<file path="config.mk">
export PLATFORM = sky130hd
export DESIGN_NAME = hit_memory_scheduler
export DESIGN_NICKNAME = d
export VERILOG_FILES = /design/src/rtl/hit_mem_pkg.sv /design/src/rtl/hit_memory_scheduler_rmw.sv /design/src/rtl/hit_memory_scheduler.sv
export SDC_FILE = /design/constraint.sdc
export NUM_CORES = 1
export LEC_CHECK = 0
export CORE_UTILIZATION = 47
export CTS_CLUSTER_SIZE = 30
export DETAILED_ROUTE_END_ITERATION = 8
export GPL_TIMING_DRIVEN = 0
export PLACE_DENSITY_LB_ADDON = 0.15
export SKIP_CTS_REPAIR_TIMING = 1
export SYNTH_ARGS = -nofsm -noshare
export SYNTH_HDL_FRONTEND = slang
export SYNTH_SLANG_ARGS = --single-unit
</file>
<file path="constraint.sdc">
create_clock -name clock -period 2.6 [get_ports clock]
set_clock_uncertainty 0.2 [all_clocks]
set_input_delay 0.26 -clock clock [delete_from_list [all_inputs] [get_ports clock]]
set_output_delay 0.26 -clock clock [all_outputs]
set_load 0.05 [all_outputs]
</file>
<file path="src/rtl/hit_mem_pkg.sv">
// Shared definitions for the hit-map memory (HNM) scheduler: controller
// states, default geometry and derived widths.
package hit_mem_pkg;

  localparam int ROW_BITS_DEF = 7;
  localparam int COL_BITS_DEF = 4;
  localparam int ROW_W_DEF    = 1 << COL_BITS_DEF;
  localparam int ROWS_DEF     = 1 << ROW_BITS_DEF;
  localparam int COUNT_W      = 16;

  typedef enum logic [2:0] {
    IDLE,
    DRAIN,
    CLEAR,
    READ,
    READ_TAIL
  } hnm_state_e;

endpackage

</file>
<file path="src/rtl/hit_memory_scheduler_rmw.sv">
// hnm_rmw_pipe: read-modify-write stage for hit storage. An accepted hit
// reads its row on RAM port B; one cycle later the row is written back on
// port A with the hit's column bit set. A write to the same row in the
// directly preceding cycle is not yet visible in the RAM read data, so that
// write's data is forwarded instead.
module hnm_rmw_pipe
  import hit_mem_pkg::*;
#(
  parameter int ROW_BITS = ROW_BITS_DEF,
  parameter int COL_BITS = COL_BITS_DEF
) (
  input  logic                       clock,
  input  logic                       resetN,
  input  logic                       store_valid,
  input  logic [ROW_BITS-1:0]        store_row,
  input  logic [COL_BITS-1:0]        store_col,
  input  logic [(1<<COL_BITS)-1:0]   read_data,
  output logic                       write_valid,
  output logic [ROW_BITS-1:0]        write_row,
  output logic [(1<<COL_BITS)-1:0]   write_data
);

  localparam int ROW_W = 1 << COL_BITS;

  logic                vld_p1;
  logic [ROW_BITS-1:0] row_p1;
  logic [COL_BITS-1:0] col_p1;
  logic                vld_p2;
  logic [ROW_BITS-1:0] row_p2;
  logic [ROW_W-1:0]    data_p2;
  logic [ROW_W-1:0]    base;

  // Stage p1: hit accepted last cycle, its row data arrives from the RAM now.
  always_ff @(posedge clock or negedge resetN) begin
    if (!resetN) begin
      vld_p1 <= 1'b0;
      row_p1 <= '0;
      col_p1 <= '0;
    end else begin
      vld_p1 <= store_valid;
      row_p1 <= store_row;
      col_p1 <= store_col;
    end
  end

  // Merge the column bit into the freshest copy of the row.
  always_comb begin
    base = read_data;
    if (vld_p2 && (row_p2 == row_p1)) base = data_p2;
    write_valid = vld_p1;
    write_row   = vld_p1 ? row_p1 : '0;
    write_data  = vld_p1 ? (base | (ROW_W'(1) << col_p1)) : '0;
  end

  // Stage p2: remember the write just performed for forwarding.
  always_ff @(posedge clock or negedge resetN) begin
    if (!resetN) begin
      vld_p2  <= 1'b0;
      row_p2  <= '0;
      data_p2 <= '0;
    end else begin
      vld_p2  <= vld_p1;
      row_p2  <= row_p1;
      data_p2 <= write_data;
    end
  end

endmodule

</file>
<file path="src/rtl/hit_memory_scheduler.sv">
// hit_memory_scheduler: accepts hit addresses and sets the matching bit of
// the hit-map memory (HNM) through an external dual-port RAM, and schedules
// whole-memory clear and readout passes between stores.
// Build option: HNM_READ_SKIP_EMPTY_EN -- when defined, readout only flags
// rows holding a non-zero value; readDone still marks the final row.
module hit_memory_scheduler
  import hit_mem_pkg::*;
#(
  parameter int ROW_BITS = ROW_BITS_DEF,
  parameter int COL_BITS = COL_BITS_DEF
) (
  input  logic                          clock,
  input  logic                          resetN,
  input  logic                          clearReq,
  input  logic                          readReq,
  input  logic                          addrValid,
  input  logic [ROW_BITS+COL_BITS-1:0]  address,
  output logic                          addrReady,
  output logic                          busy,
  output logic                          clearDone,
  output logic                          readDone,
  output logic                          readRowValid,
  output logic [ROW_BITS-1:0]           readRowIndex,
  output logic [(1<<COL_BITS)-1:0]      readRowData,
  output logic [COUNT_W-1:0]            storedCount,
  output logic [ROW_BITS-1:0]           ramAddrA,
  output logic [(1<<COL_BITS)-1:0]      ramDinA,
  output logic                          ramWeA,
  output logic [ROW_BITS-1:0]           ramAddrB,
  output logic [(1<<COL_BITS)-1:0]      ramDinB,
  output logic                          ramWeB,
  input  logic [(1<<COL_BITS)-1:0]      ramDoutB
);

  localparam int ROW_W = 1 << COL_BITS;
  localparam int ROWS  = 1 << ROW_BITS;
  localparam logic [ROW_BITS-1:0] LAST_ROW  = ROW_BITS'(ROWS - 1);
  localparam logic [ROW_BITS-1:0] LAST_PAIR = ROW_BITS'(ROWS / 2 - 1);

  hnm_state_e          state, state_next;
  logic                clear_pend, read_pend;
  logic                start_clear, start_read;
  logic                clear_last, read_issue;
  logic [ROW_BITS-1:0] row_cnt;
  logic                accept;
  logic [ROW_BITS-1:0] hit_row;
  logic [COL_BITS-1:0] hit_col;
  logic                wr_valid;
  logic [ROW_BITS-1:0] wr_row;
  logic [ROW_W-1:0]    wr_data;
  logic                rd_vld_p1;
  logic [ROW_BITS-1:0] rd_idx_p1;
  logic [COUNT_W-1:0]  stored_cnt;

  assign hit_row   = address[ROW_BITS+COL_BITS-1:COL_BITS];
  assign hit_col   = address[COL_BITS-1:0];
  assign addrReady = resetN && (state == IDLE) && !clear_pend && !read_pend
                     && !clearReq && !readReq;
  assign accept    = addrValid && addrReady;

  hnm_rmw_pipe #(
    .ROW_BITS (ROW_BITS),
    .COL_BITS (COL_BITS)
  ) u_rmw (
    .clock       (clock),
    .resetN      (resetN),
    .store_valid (accept),
    .store_row   (hit_row),
    .store_col   (hit_col),
    .read_data   (ramDoutB),
    .write_valid (wr_valid),
    .write_row   (wr_row),
    .write_data  (wr_data)
  );

  // Next-state selection and RAM port steering for the current state.
  always_comb begin
    state_next  = state;
    start_clear = 1'b0;
    start_read  = 1'b0;
    clear_last  = 1'b0;
    read_issue  = 1'b0;
    ramAddrA    = '0;
    ramDinA     = '0;
    ramWeA      = 1'b0;
    ramAddrB    = '0;
    ramDinB     = '0;
    ramWeB      = 1'b0;
    case (state)
      IDLE, DRAIN: begin
        if (wr_valid) begin
          ramWeA   = 1'b1;
          ramAddrA = wr_row;
          ramDinA  = wr_data;
        end
        if (accept) ramAddrB = hit_row;
        if (state == IDLE) begin
          if (clear_pend || read_pend || clearReq || readReq) state_next = DRAIN;
        end else if (!wr_valid) begin
          if (clear_pend || clearReq) begin
            state_next  = CLEAR;
            start_clear = 1'b1;
          end else if (read_pend || readReq) begin
            state_next = READ;
            start_read = 1'b1;
          end else begin
            state_next = IDLE;
          end
        end
      end
      CLEAR: begin
        ramWeA     = 1'b1;
        ramWeB     = 1'b1;
        ramAddrA   = {row_cnt[ROW_BITS-2:0], 1'b0};
        ramAddrB   = {row_cnt[ROW_BITS-2:0], 1'b1};
        clear_last = (row_cnt == LAST_PAIR);
        if (clear_last) state_next = IDLE;
      end
      READ: begin
        ramAddrB   = row_cnt;
        read_issue = 1'b1;
        if (row_cnt == LAST_ROW) state_next = READ_TAIL;
      end
      READ_TAIL: state_next = IDLE;
      default:   state_next = IDLE;
    endcase
  end

  // Controller state, sticky request flags and the clear/read row counter.
  always_ff @(posedge clock or negedge resetN) begin
    if (!resetN) begin
      state      <= IDLE;
      clear_pend <= 1'b0;
      read_pend  <= 1'b0;
      row_cnt    <= '0;
    end else begin
      state      <= state_next;
      clear_pend <= start_clear ? 1'b0 : (clear_pend | clearReq);
      read_pend  <= start_read  ? 1'b0 : (read_pend  | readReq);
      if (start_clear || start_read) row_cnt <= '0;
      else if (state == CLEAR || state == READ) row_cnt <= row_cnt + 1'b1;
    end
  end

  // Readout stage p1: the row issued last cycle is now on ramDoutB.
  always_ff @(posedge clock or negedge resetN) begin
    if (!resetN) begin
      rd_vld_p1 <= 1'b0;
      rd_idx_p1 <= '0;
    end else begin
      rd_vld_p1 <= read_issue;
      if (read_issue) rd_idx_p1 <= row_cnt;
    end
  end

  // Count accepted hits since the last completed clear, saturating.
  always_ff @(posedge clock or negedge resetN) begin
    if (!resetN) begin
      stored_cnt <= '0;
    end else if (clear_last) begin
      stored_cnt <= '0;
    end else if (accept && (stored_cnt != {COUNT_W{1'b1}})) begin
      stored_cnt <= stored_cnt + 1'b1;
    end
  end

  assign busy         = (state != IDLE);
  assign clearDone    = clear_last;
  assign readDone     = (state == READ_TAIL);
  assign readRowIndex = rd_idx_p1;
  assign readRowData  = rd_vld_p1 ? ramDoutB : '0;
  assign storedCount  = stored_cnt;
`ifdef HNM_READ_SKIP_EMPTY_EN
  assign readRowValid = rd_vld_p1 && (ramDoutB != '0);
`else
  assign readRowValid = rd_vld_p1;
`endif

endmodule
</file>
==> results.md <==
• -0.1887 ns — fin worst setup slack
• 10 — maximum fanout along the worst path
• 0.37 ns — slack of the worst reg-to-reg path
• 7 — Crit. path cell count
• 7258 um — detailed placement HPWL
• 358.6 MHz — Max Clock Freq
• 2.721 nW — leakage power
• setup timing — failing checks
• 0.2186 — share of post-route cells with drive strength above 1
• 0.7135 — utilization after layout
• sky130_fd_sc_hd__dfrtp_1 — cell type with the largest total area after synthesis
• 93.81 um — Horiz. Die Dim
• 0 — Max Slew Vio Count
• 5833 um^2 — final design instance area without fill
• 2.33 ns — Worst EP arrival
• 72 — #FFs+latches synth
• 0.35 ns — Clock Latency Late Sink
• 16.67 um — wire length per cell after detailed routing
• 397 — Syn Inst Count
• 72 — clk sinks
• sky130_fd_sc_hd__dfrtp_1 — Primary FF master, synth
• 0.5845 ns — transition at the pin with the smallest max-transition slack
• 7 — Worst R2R Path Depth
• 0 — n_diodes
• 0.4548 — Seq/Total Area, Yosys
• 0 — reported max-cap violation count
• 5269 um^2 — post-detailed-placement cell area
• 0.6555 mV — Max IR drop VDD
• 40 — largest net degree at the start of global routing
• done — clock tree from TritonCTS
• 0.6049 — headroom to the max-slew limit
• 16,230 um — wire length of the first global-routing pass
• 124 — count of boundary I/O pins
• output port — kind of capture point of the worst setup path
• 0 — total count of hold-check failures in the final report
• u_rmw.data_p2[14] — capture point of the worst reg-to-reg path
• 0.4845 — initial standard-cell utilization of the core
• 1.073 — fraction of the cycle the final worst path needs
• sky130_fd_sc_hd__clkbuf_8 — clock tree root driver cell
• reg2out — Worst Setup Path Type
• 0.4548 — top-area cell type share of the netlist area
• u_rmw.row_p1[2] — crit path from
• finished, violations left — outcome
• 0.2386 — total track usage
• 93.81 um — Die Ht
• sky130_fd_sc_hd__dfrtp_1, sky130_fd_sc_hd__o311a_1, sky130_fd_sc_hd__o21ai_0 — top cells by area, synth
• address[0] — Hold Crit Start
• xnor2_1 -> nand4_1 -> buf_4 -> or2_4 -> buf_8 -> o311a_4 -> buf_6 — series of cell instances along the critical path
• sky130_fd_sc_hd__dfrtp_1 — critical path's slowest cell
• 2.789 ns — minimum period implied by the final worst setup slack
• 8799 um^2 — die area
• 0 — count of flip-flops with a built-in enable after synthesis
• 4 — number of iterations in the first detailed-routing pass
• 0 — Overflow after GRT
• 0.42 ns — Critical Path Max Stage Delay
• 579 — layout net count
• 1.000 — post-synthesis async set-or-reset flop share
• ramDinA[2] — Worst setup endpoint
• 3 — CTS H-Tree Depth
• 8175 um^2 — total core area
• 0.005386 W — post-layout power
• 107 — port buffer count
• in2reg — Min-Delay Path Class
• 152 — number of DRC markers in iteration 0
• 47.25% — synth-to-layout area growth
• u_rmw.row_p1[2] — reg-to-reg critical path startpoint
• 0 — Yosys Warn Count
• 45 — post-synthesis cell type count
• 0 — number of nets with antenna violations after detailed routing
• 923.3 nW/um^2 — pwr/cell area
• register — kind of launch point of the worst setup path
• 3961 um^2 — Mapped Area
• 0 — initial antenna violation count
• 2.14 ns — Critical Path RT
• 0.8338 — RD Place Congestion
• 3,722 — number of vias in the routed layout
• buffers and inverters — family of cells with the greatest summed delay on the critical path
• 3,281 — number of global-route vias before repair
• 0 — number of design rule violations left after detail routing
• true — unrepaired setup endpoints after global routing
• 10,900 um — routed wire length
• 17 — count of endpoints failing setup in the final report
• 5.691 — via count normalized by instance count
• 2 — deepest clock path buffer count
• 9.978 um^2 — mean area per synthesized cell
• 33 — FP Rows
• 9 — number of buffers inserted during clock tree synthesis
• 3 — combined buffer and inverter count along the critical path
• 0.07 ns — clock-pin slew on the worst setup and hold paths
[worst min-delay path by stage]
| stage | end | slack, ns | cells after the start |
|---|---|---|---|
| after floorplan | clear_pend | -0.24 | 0 |
| after global placement | u_rmw.row_p2[5] | 0.22 | 0 |
| after detailed placement | u_rmw.data_p2[8] | 0.05 | 1 |
| after CTS | u_rmw.data_p2[8] | -0.32 | 1 |
| after global routing | u_rmw.col_p1[1] | 0.16 | 1 |
| final | u_rmw.col_p1[0] | 0.16 | 1 |
[cells in the final DEF, fill, tap and decap left out, drive strengths merged, types with 5 or more instances in the layout]
master and count:
nand4 10, xor2 6, and3 7, xnor2 8, inv 11, conb 16, o31ai 8, nor4b 11
mux2i 12, nand2 29, buf 65, o21ai 25, clkdlybuf4s50 61, a311oi 10, nor4bb 6, nor2 24
and2 18, dlymetal6s2s 21, clkbuf 25, a21oi 10, o311a 22, nor3 5, dfrtp 72, and4 5
a22o 6, or4 8, nand3 10, mux2 6
[cells by family (layout without fill, tap and decap cells)]
logic type	after synthesis	count (layout)	share of synthesized area
buffers and inverters	55	192	0.07107
AO/OA/AOI/OAI	85	85	0.1582
AND/OR/NAND/NOR	150	150	0.2303
other	1	16	0.0009467
adder cells (fa/ha/maj)	2	2	0.006316
flip-flops	72	72	0.4548
XOR/XNOR	14	14	0.03095
multiplexers	18	18	0.04738
[where the power goes]
group / switching, W / leakage (nW) / internal [W]
combinational: 0.00187 / 1.74 / 0.000963
sequential: 0.000265 / 0.883 / 0.00133
clock: 0.000431 / 0.101 / 0.000531
total: 0.00257 / 2.72 / 0.00282
[cell type report]
type                    count  area, um^2
plain buffers              41       262.8
clock inverters             6       85.08
well taps                 105       131.4
inverters                  13       56.30
repair buffers            123        1281
clock buffers               9       123.9
flip-flops and latches     72        1804
fillers                   613        2342
multi-input cells         285        2088
[cell usage after synthesis, types with 9 or more instances]
| cell | count |
|---|---|
| sky130_fd_sc_hd__nand2_1 | 29 |
| sky130_fd_sc_hd__nand3_1 | 10 |
| sky130_fd_sc_hd__o21ai_0 | 25 |
| sky130_fd_sc_hd__buf_4 | 16 |
| sky130_fd_sc_hd__a21oi_1 | 10 |
| sky130_fd_sc_hd__o311a_1 | 22 |
| sky130_fd_sc_hd__dfrtp_1 | 72 |
| sky130_fd_sc_hd__nor2_1 | 24 |
| sky130_fd_sc_hd__mux2i_1 | 12 |
| sky130_fd_sc_hd__inv_1 | 11 |
| sky130_fd_sc_hd__and2_1 | 18 |
| sky130_fd_sc_hd__nor4b_1 | 11 |
| sky130_fd_sc_hd__clkbuf_1 | 17 |
| sky130_fd_sc_hd__a311oi_1 | 10 |
| sky130_fd_sc_hd__nand4_1 | 9 |
[flip-flops by register name, summed over array words and instances (netlist names), 3 cells and up]
name and count:
row_cnt 7, u_rmw.col_p1 4, state 3, readRowIndex 7
u_rmw.data_p2 16, u_rmw.row_p2 7, storedCount 16, u_rmw.row_p1 7
[through the flow]
stage          hold slack, ns  std cells  worst slack, ns  setup TNS, ns
6_report               0.1630        654          -0.1887         -2.334
5_1_grt                0.1595        654          -0.2650         -4.183
4_1_cts               -0.3166        640           -1.099         -23.70
3_5_place_dp          0.05448        625          -0.7045         -13.60
3_3_place_gp           0.2151        624           -3.074        -181.35
2_1_floorplan         -0.2356        412         -0.07771        -0.3280
[routing by layer]
metal / global-route usage / vias up / wire length (um)
met5: 0 / - / 0
met4: 0.09103 / 0 / 194
met3: 0.04369 / 13 / 734
met2: 0.3856 / 137 / 5266
met1: 0.3177 / 1819 / 4707
li1: - / 1753 / -
Note: power is estimated with default switching activity, not from simulation.
